==> src/rtl/maze_pixel_gen.sv <==
// Maze pixel generator: renders a 40x30 tile map from an external synchronous
// tile RAM, overlays the player, and services wall-checked moves during vblank.
module maze_pixel_gen #(
  parameter int         TILE_BITS  = 4,
  parameter int         MAP_W      = 40,
  parameter int         MAP_H      = 30,
  parameter int         START_X    = 1,
  parameter int         START_Y    = 1,
  parameter logic [7:0] WALL_RGB   = 8'b000_000_11,
  parameter logic [7:0] PATH_RGB   = 8'b111_111_11,
  parameter logic [7:0] GOAL_RGB   = 8'b000_111_00,
  parameter logic [7:0] PLAYER_RGB = 8'b111_000_00
) (
  input  logic        clk,
  input  logic        reset,
  input  logic        p_tick,
  input  logic        video_on,
  input  logic [9:0]  pixel_x,
  input  logic [9:0]  pixel_y,
  input  logic        hsync_in,
  input  logic        vsync_in,
  output logic [10:0] map_addr,
  input  logic [1:0]  map_data,
  input  logic        move_valid,
  input  logic [1:0]  move_dir,
  output logic        move_ready,
  output logic        move_done,
  output logic        move_ok,
  output logic        goal_reached,
  output logic [5:0]  player_x,
  output logic [4:0]  player_y,
  output logic        hsync_out,
  output logic        vsync_out,
  output logic [7:0]  rgb
);

  localparam logic [9:0] V_VISIBLE = 10'd480;

  // Move handshake: a request is accepted on a clock edge where move_valid and
  // move_ready are both high; each accepted request yields exactly one
  // move_done pulse (with move_ok) unless reset abandons it first.
  typedef enum logic [1:0] {IDLE, WAIT_VB, READ, CHECK} state_t;
  state_t state, state_next;

  logic [5:0]  tgt_x;
  logic [4:0]  tgt_y;
  logic        vid_d, hit_d, hs_d, vs_d;
  logic [5:0]  pix_col, pix_row;
  logic [10:0] pix_addr, tgt_addr;
  logic        player_hit, tgt_oob, vb_go;

  // row*40 as (row<<5)+(row<<3); the map is fixed at 40 tiles wide.
  function automatic logic [10:0] tile_addr(input logic [5:0] col, input logic [5:0] row);
    logic [10:0] r;
    r = {5'd0, row};
    return (r << 5) + (r << 3) + {5'd0, col};
  endfunction

  assign pix_col    = 6'(pixel_x >> TILE_BITS);
  assign pix_row    = 6'(pixel_y >> TILE_BITS);
  assign pix_addr   = tile_addr(pix_col, pix_row);
  assign tgt_addr   = tile_addr(tgt_x, {1'b0, tgt_y});
  assign player_hit = (pix_col == player_x) && (pix_row == {1'b0, player_y});
  // Moving below 0 wraps to 63/31, which this range check also rejects.
  assign tgt_oob    = (tgt_x >= 6'(MAP_W)) || (tgt_y >= 5'(MAP_H));
  assign vb_go      = (state == WAIT_VB) && p_tick && (pixel_y >= V_VISIBLE);
  assign move_ready = (state == IDLE);

  always_ff @(posedge clk) begin
    if (!reset) state <= IDLE;
    else        state <= state_next;
  end

  always_comb begin
    state_next = state;
    case (state)
      IDLE:    if (move_valid) state_next = WAIT_VB;
      WAIT_VB: if (vb_go) state_next = tgt_oob ? IDLE : READ;
      READ:    state_next = CHECK;
      CHECK:   state_next = IDLE;
      default: state_next = IDLE;
    endcase
  end

  always_ff @(posedge clk) begin
    if (!reset) begin
      map_addr     <= '0;
      rgb          <= '0;
      hsync_out    <= 1'b0;
      vsync_out    <= 1'b0;
      vid_d        <= 1'b0;
      hit_d        <= 1'b0;
      hs_d         <= 1'b0;
      vs_d         <= 1'b0;
      tgt_x        <= '0;
      tgt_y        <= '0;
      player_x     <= 6'(START_X);
      player_y     <= 5'(START_Y);
      move_done    <= 1'b0;
      move_ok      <= 1'b0;
      goal_reached <= 1'b0;
    end else begin
      move_done    <= 1'b0;
      move_ok      <= 1'b0;
      goal_reached <= 1'b0;

      if (state == IDLE && move_valid) begin
        tgt_x <= player_x;
        tgt_y <= player_y;
        case (move_dir)
          2'b00:   tgt_y <= player_y - 5'd1;
          2'b01:   tgt_y <= player_y + 5'd1;
          2'b10:   tgt_x <= player_x - 6'd1;
          default: tgt_x <= player_x + 6'd1;
        endcase
      end

      // The FSM borrows map_addr for one lookup; rgb is blanked in vblank anyway.
      if (vb_go && !tgt_oob)
        map_addr <= tgt_addr;
      else if (p_tick && state != READ)
        map_addr <= pix_addr;

      if (p_tick) begin
        vid_d     <= video_on;
        hit_d     <= player_hit;
        hs_d      <= hsync_in;
        vs_d      <= vsync_in;
        hsync_out <= hs_d;
        vsync_out <= vs_d;
        if (!vid_d)     rgb <= 8'h00;
        else if (hit_d) rgb <= PLAYER_RGB;
        else begin
          case (map_data)
            2'b00:   rgb <= PATH_RGB;
            2'b10:   rgb <= GOAL_RGB;
            default: rgb <= WALL_RGB;
          endcase
        end
      end

      if (vb_go && tgt_oob) move_done <= 1'b1;

      if (state == CHECK) begin
        move_done <= 1'b1;
        // Bit 0 set means wall (01) or the reserved code 11.
        if (!map_data[0]) begin
          move_ok      <= 1'b1;
          player_x     <= tgt_x;
          player_y     <= tgt_y;
          goal_reached <= map_data[1];
        end
      end
    end
  end

endmodule
==> config.mk <==
export PLATFORM = sky130hd
export DESIGN_NAME = maze_pixel_gen
export DESIGN_NICKNAME = d
export VERILOG_FILES = /design/src/rtl/maze_pixel_gen.sv
export SDC_FILE = /design/constraint.sdc
export NUM_CORES = 1
export LEC_CHECK = 0
export ABC_CLOCK_PERIOD_IN_PS = 6200
export CAP_MARGIN = 25
export CELL_PAD_IN_SITES_DETAIL_PLACEMENT = 1
export CELL_PAD_IN_SITES_GLOBAL_PLACEMENT = 2
export CORE_MARGIN = 3
export CORE_UTILIZATION = 32
export DETAILED_ROUTE_END_ITERATION = 7
export HOLD_SLACK_MARGIN = 0.02
export MAX_ROUTING_LAYER = met4
export PLACE_DENSITY = 0.92
export SLEW_MARGIN = 20
export SYNTH_ARGS = -nofsm -noshare
export SYNTH_HDL_FRONTEND = slang
export SYNTH_SLANG_ARGS = --single-unit
==> constraint.sdc <==
create_clock -name clk -period 6.2 [get_ports clk]
set_input_delay 1.24 -clock clk [delete_from_list [all_inputs] [get_ports clk]]
set_output_delay 1.24 -clock clk [all_outputs]
set_load 0.005 [all_outputs]
==> results of run 1 <==
==> tightest hold or removal path, cell delays in order (launching register included) <==
cell and delay [ns]:
dfxtp_1 0.32, nand3_1 0.06, o41ai_1 0.06
==> cell usage after synthesis, drive strengths merged, types with 2 or more instances <==
cell type   n  area [µm²]
o21ai      17        85.1
mux2i      12         120
a21oi      29         145
ha         27         338
a211oi      5        37.5
or3         4        25.0
nor2       30         113
a31oi       5        31.3
and3        2        12.5
nand2b      9        56.3
buf         9        53.8
and2        4        25.0
fa          6         120
a21o        3        22.5
o21bai      2        15.0
a22oi       3        22.5
inv        19        71.3
o21a        2        15.0
o211ai      8        60.1
clkbuf     12        45.0
dfxtp      47         941
nor3b       2        15.0
xnor2      12         105
nand3      11        55.1
a311oi      4        35.0
nand2      46         173
nand4       4        25.0
nor2b       3        18.8
xor2        8        70.1
==> final cells by class <==
| cell class | count | area, µm² |
|---|---|---|
| clock inverters | 3 | 43.8 |
| multi-input cells | 273 | 1860 |
| fillers | 1049 | 5150 |
| clock buffers | 5 | 68.8 |
| inverters | 19 | 71.3 |
| well taps | 108 | 135 |
| repair buffers | 60 | 616 |
| flip-flops and latches | 47 | 941 |
==> power by group <==
group | internal, mW | switching [mW] | leakage, nW
clock network | 0.120 | 0.111 | 0.0581
logic | 0.0815 | 0.0859 | 1.10
registers | 0.319 | 0.0159 | 0.384
total | 0.520 | 0.213 | 1.54
==> worst paths after layout <==
check                              endpoint  slack, ns  cells past startpoint         from
worst max-delay path            map_addr[7]       2.51                      5       p_tick
worst min-delay path            map_addr[6]       0.48                      2  map_addr[6]
worst max register to register  map_addr[9]       3.72                      9     tgt_y[2]
worst min register to register  map_addr[6]       0.48                      2  map_addr[6]
==> cell families after synthesis <==
logic type / count (synthesis) / synth area share
AOI/OAI and AO/OA: 87 / 0.184
and+or+nand+nor: 121 / 0.189
muxes: 12 / 0.0404
adders and majority gates: 33 / 0.154
xor gates and xnor gates: 20 / 0.0589
DFF: 47 / 0.316
buffers and inverters: 40 / 0.0572
==> state kept, by name, indices dropped and copies added, names as in the netlist, 3 cells and up, named ones only <==
name / count
map_addr: 11
tgt_x: 6
player_y: 5
player_x: 6
tgt_y: 5
rgb: 3
==> metal layers <==
layer	GRT usage	vias up	wire, µm
met5	-	-	0
met4	0.0242	0	44
met3	0.0225	5	238
met2	0.294	49	4100
met1	0.225	1330	4110
li1	-	1353	-
==> per-stage QoR <==
step                setup WS, ns  cell area [µm²]  hold WS, ns  total power [mW]  utilization
floorplan                   3.09             2970        0.446             0.438            -
detailed placement          2.20             3630        0.473             0.509        0.408
CTS                         2.52             3740        0.486             0.742        0.420
global placement            2.25             3600        0.463             0.501        0.405
finish                      2.51             3740        0.476             0.733        0.420
global route                2.33             3740        0.516             0.779        0.420
==> metrics list, run 1 <==
- The number of buffers and inverters on the critical path is 1.
* Fraction of synthesis flops using an asynchronous set or reset pin: 0
- In this run the remaining antenna-violating nets after routing total 0.
- Site row count: 34
- Number of global-route vias before repair: 2,855
* Most common cell after layout, fill and taps aside: clkdlybuf4s50_1
- Number of flops mapped to enable cells by yosys: 0
* Final Slew Violations: 0
- Detailed Route Iter0 Violations: 83
- Cells along the critical path: clkdlybuf4s50_1, nand2_1, or4b_1, or3_1, a31oi_1
- The most used flip-flop cell after synthesis is dfxtp_1.
- Leak pwr: 1.54 nW
* Setup repair after global routing missed its margin: no
- Area of the placeable core: 8890 µm²
- Number of diodes added for antenna fixing: 0
- The worst setup path is captured at a flip-flop.
* Maximum number of buffers from clock root to sink: 2
- In this run, synthesis produced a sequential element count of 47.
* Initial core utilization: 0.335
- On the final layout, the worst clock skew is 0.00876 ns.
* Total instance count after detailed placement: 507
- The synthesized netlist occupies a cell area of 2970 µm².
* Via-per-instance ratio: 5.31
- The run finished with clean final reports.
* Commonest cells after routing, fill and taps aside: 58 x clkdlybuf4s50_1, 47 x dfxtp_1, 46 x nand2_1, 30 x nor2_1, 29 x a21oi_1
- Critical path's top delay family: simple AND/OR/NAND/NOR gates
- The final hold violation count is 0.
* Width of the die: 102 µm
* Total CTS buffers: 5
- In the routed design, unresolved DRC markers number 0.
- At the end of routability-driven placement, the weighted congestion stood at 0.800.
* Vert. Die Dim: 102 µm
- The area growth from synthesis to layout is 25.7%.
- Min Tclk post-route: 3.69 ns
- Total routing resource utilization after global routing: 0.173
- In this run the worst path has a maximum fanout of 17.
- For the pin with the worst max-slew slack, the measured transition is 0.784 ns.
* Type of the most critical hold path: reg2reg
* Final std cells w/o fill: 515
- Clock insertion delay at the later pin of the skew report: 0.31 ns
- Pin placement for this block handled 67 I/O pins.
- Max-cap violations: 0
- Synthesized area per cell: 8.26 µm²
- Total Wirelength: 8490 µm
* GRT Residual Overflow: 0
- Buffers placed on the I/O ports in this run total 58.
* Routed wire length per instance: 16.5 µm
* CP arrival: 3.93 ns
- Rel. slew slack: 0.477
- For this design the ratio of total power to cell area is 196 nW/µm².
* Count of instances resized after the clock tree is built: 0
- Critical Path Slowest Stage Cell: clkdlybuf4s50_1
- Sequential element share of the synthesized area: 0.316
- Yosys mapped the design onto 47 distinct sky130hd cell types.
- Critical path type: in2reg
- Total Die Area: 10,500 µm²
* Total negative slack: 0 ns
- Entering global routing, the biggest net connects 23 pins.
- For this run, the slowest stage of the critical path takes 0.91 ns.
- Mapped Cells: 360
- In the final layout, the share of cells above drive strength 1 is 0.0246.
- Synth warn: 0
* Worst-case vdd ir drop: 0.0869 mV
- Via count: 2,737
- Net count, final: 470
- Count of TritonRoute iterations in the first routing pass: 4
- STA classifies the critical path startpoint as a primary input.
- For the worst setup path, the data required time is 6.43 ns.
- The initial antenna violation count was 0.
- CTS clock-pin slew for the worst setup and hold paths: 0.09 ns
- The cell sitting at the root of the clock tree is a clkbuf_8.
- TritonCTS clock tree: done
- Post-CTS Repair Setup Buffers: 0
* First-pass GRT wire length: 14,000 µm
* Sinks on the clock net: 47
- Setup violators final: 0
* Net count after synthesis: 424
- Htree depth: 2
- Detailed placement ended at an HPWL of 6540 µm.
- For this run, the top clock speed supported by timing is 271 MHz.
- Period utilization: 0.596
* CTS hold repair buffers: 0
Note: power is estimated with default switching activity, not from simulation.
==> run 2: changes to the inputs <==
--- a/config.mk
+++ b/config.mk
@@ -5,16 +5,16 @@
 export SDC_FILE = /design/constraint.sdc
 export NUM_CORES = 1
 export LEC_CHECK = 0
-export ABC_CLOCK_PERIOD_IN_PS = 6200
+export ABC_CLOCK_PERIOD_IN_PS = 3580
 export CAP_MARGIN = 25
 export CELL_PAD_IN_SITES_DETAIL_PLACEMENT = 1
 export CELL_PAD_IN_SITES_GLOBAL_PLACEMENT = 2
 export CORE_MARGIN = 3
-export CORE_UTILIZATION = 32
+export CORE_UTILIZATION = 29
 export DETAILED_ROUTE_END_ITERATION = 7
 export HOLD_SLACK_MARGIN = 0.02
 export MAX_ROUTING_LAYER = met4
-export PLACE_DENSITY = 0.92
+export PLACE_DENSITY = 0.85
 export SLEW_MARGIN = 20
 export SYNTH_ARGS = -nofsm -noshare
 export SYNTH_HDL_FRONTEND = slang
==> constraint.sdc (replaced) <==
create_clock -name clk -period 3.58 [get_ports clk]
set_input_delay 0.716 -clock clk [delete_from_list [all_inputs] [get_ports clk]]
set_output_delay 0.716 -clock clk [all_outputs]
set_load 0.005 [all_outputs]
==> run 2 against run 1 <==
Against the previous run:
- die area grew 9.7%
- power grew 73%
- non-clock buffer count grew 6
- via count shrank 0.58%
- combinational power grew 75%
- register-to-register slack lost 2.6 ns
- count of clock-buffer cells in the layout is the same
- clock skew shrank 0.0018 ns
- worst hold slack lost 0.0024 ns
- sequential power grew 73%
- sequential cell count is the same
- clock power grew 72%
- largest cell class unchanged
==> metrics list, run 2 (same netlist as run 1, synthesis figures left out) <==
- Outcome: finished, final reports clean
* Critical path type: in2reg
* Most flop-heavy register: map_addr
- The global-route congestion overflow total is 0 (unchanged).
- Worst Setup EP: map_addr[8]
* Period utilization: 0.844
- Total CTS buffers: 5 (unchanged)
* Kind of launch point of the worst setup path: primary input
- Total routing resource utilization after global routing: 0.161 (-0.0120)
* Proportion of layout cells with a drive suffix above 1: 0.0387 (+0.0142)
* Maximum number of pins on one net before global-route repair: 26 (+13%)
- The number of buffers inserted to repair setup after CTS was 0 (unchanged).
- Total Wirelength: 8750 µm (+3.1%)
- The power per cell area came to 335 nW/µm² (+71%).
- Sinks on the clock net: 47 (unchanged)
- The clock transition at the registers of the reported paths was 0.09 ns (about the same).
- The antenna diode count came to 0 (unchanged).
- Flop2flop setup slack: 1.08 ns (-2.64 ns)
* First-pass GRT wire length: 14,400 µm (+2.7%)
- The via count of the routed design is 2,721 (-0.58%).
* Tightest Pin Transition: 0.606 ns (-0.178 ns)
* CTS hold repair buffers: 0 (unchanged)
- Derived from the worst setup path, the maximum achievable clock frequency is 331 MHz.
* Vert. Die Dim: 107 µm (+4.8%)
- Detailed Route Iter0 Violations: 68 (-18%)
- The routed length per instance is 16.0 µm (-2.8%).
- Number of cell instances on the worst register-to-register path: 9 (unchanged)
- The standard cell area after detailed placement came to 3680 µm² (+1.6%).
* Maximum cell stage delay along the critical path: 0.56 ns (-0.35 ns)
* Leak pwr: 1.56 nW (+1.3%)
- The routed design could run at a clock period as short as 3.02 ns.
* Clock insertion delay at the later pin of the skew report: 0.30 ns (about the same)
- Post-route cell area: 3790 µm² (+1.5%)
- The half-perimeter wire length of the detailed placement result was 6820 µm (+4.3%).
- The normalized max-slew margin is 0.596 (+0.119).
* Net count, final: 476 (+1.3%)
* Post-Place Setup Slack: 0.225 ns (-1.97 ns)
- The critical path data required time is 3.81 ns (-2.62 ns).
- The number of routed nets with antenna violations was 0 (unchanged).
- The maximum fanout along the worst path was 3 (-14).
* Htree depth: 2 (unchanged)
- Routability congestion estimate: 0.768 (-3.9%)
- The row count came to 36 (+5.9%).
- The signal arrival time at the worst endpoint is 3.25 ns (-0.68 ns).
* Count of instances resized after the clock tree is built: 0 (unchanged)
- Setup repair after global routing missed its margin: no
* Number of antenna violations at the first check in global routing: 0 (unchanged)
- Max-cap violations: 0 (unchanged)
- Number of global-route vias before repair: 2,801 (-1.9%)
- Leaving out fill and tap cells, the most frequent cells in the layout are 58 x clkdlybuf4s50_1, 47 x dfxtp_1, 46 x nand2_1, 30 x nor2_1, 29 x a21oi_1.
- I/O Buffers: 58 (unchanged)
* Total negative slack: 0 ns (unchanged)
- The I/O pin count came to 67 (unchanged).
- Endpoint of the worst register-to-register path: map_addr[8]
- Launching instance or port of the critical path: pixel_y[4]
- Worst Setup Slack, final: 0.558 ns (-1.95 ns)
- Via-per-instance ratio: 4.98 (-6.2%)
- Cells along the critical path: clkdlybuf4s50_1, inv_1, fa_1, inv_1, fa_1, nand3_1, a21boi_0, or3_1, a31oi_1
- Width of the die: 107 µm (+4.8%)
- Relative to the synthesized area, the layout overhead comes to 27.6%.
- The worst setup path is captured at a flip-flop.
- The core utilization of the finished layout came to 0.385 (-0.0358).
* Flip-flop count of the largest register after layout: 11 (unchanged)
* Initial core utilization: 0.301 (-0.0330)
- The filler cell count came to 1,178 (+12%).
* Total Die Area: 11,500 µm² (+9.7%)
* Source of the worst register-to-register timing path: tgt_x[5]
- Setup violators final: 0 (unchanged)
- Final Hold Slack: 0.474 ns (-0.00238 ns)
* Maximum number of buffers from clock root to sink: 2 (unchanged)
- DRC violation count after routing: 0 (unchanged)
* Root Driver: clkbuf_8
- Count of TritonRoute iterations in the first routing pass: 4 (unchanged)
- The final hold violation count was 0 (unchanged).
* Largest clock skew in the final design: 0.00693 ns (-0.00183 ns)
- The total core area is 9860 µm² (+11%).
- The library cell used most frequently in the layout, excluding fill and tap cells, is clkdlybuf4s50_1.
- Final Slew Violations: 0 (unchanged)
* Worst-case vdd ir drop: 0.153 mV (+76%)
- TritonCTS built the clock tree.
* Biggest registers after layout: map_addr x11, player_x x6, tgt_x x6
- Critical Path Slowest Stage Cell: clkdlybuf4s50_1
- The min-delay analysis places its worst path in the category reg2reg.
run 2: worst min path at each step:
| stage | from | end | slack (ns) | cells after the start |
|---|---|---|---|---|
| finish | tgt_x[1] | player_x[1] | 0.47 | 2 |
| global route | tgt_x[1] | player_x[1] | 0.51 | 2 |
| CTS | tgt_x[1] | player_x[1] | 0.48 | 2 |
| detailed placement | tgt_x[1] | tgt_x[1] | 0.47 | 2 |
| global placement | map_addr[6] | map_addr[6] | 0.47 | 2 |
| floorplan | tgt_x[1] | player_x[1] | 0.45 | 2 |
run 2: per-stage QoR:
stage / power (mW) / instances
6_report: 1.27 / 546
5_1_grt: 1.35 / 546
4_1_cts: 1.29 / 546
3_5_place_dp: 0.886 / 538
3_3_place_gp: 0.876 / 538
2_1_floorplan: 0.759 / 360
run 2: cell type report:
class / count / area [µm²] / share of cell area
well taps: 133 / 166 / 0.0439
flip-flops and latches: 47 / 941 / 0.248
clock inverters: 3 / 43.8 / 0.0115
multi-input cells: 273 / 1860 / 0.491
repair buffers: 66 / 641 / 0.169
inverters: 19 / 71.3 / 0.0188
clock buffers: 5 / 68.8 / 0.0181
run 2: critical path, delay by kind of cell:
kind                       cells  cell delay, ns
AOI/OAI and AO/OA              2            0.34
and+or+nand+nor                2            0.51
adders and majority gates      2            0.97
buffers and inverters          3            0.71
run 2: per-layer routing:
metal  vias to the layer above  global-route usage  share of wire
li1                       1355                   -              -
met1                      1301               0.208           0.48
met2                        59               0.268           0.48
met3                         6              0.0264          0.038
met4                         0              0.0311         0.0085
met5                         -                   -              0
run 2: power breakdown:
part	switching, mW	internal (mW)	leakage [nW]	total [mW]
clock network	0.190	0.208	0.0581	0.398
registers	0.0276	0.552	0.384	0.579
logic	0.149	0.143	1.12	0.292
total	0.367	0.903	1.56	1.27
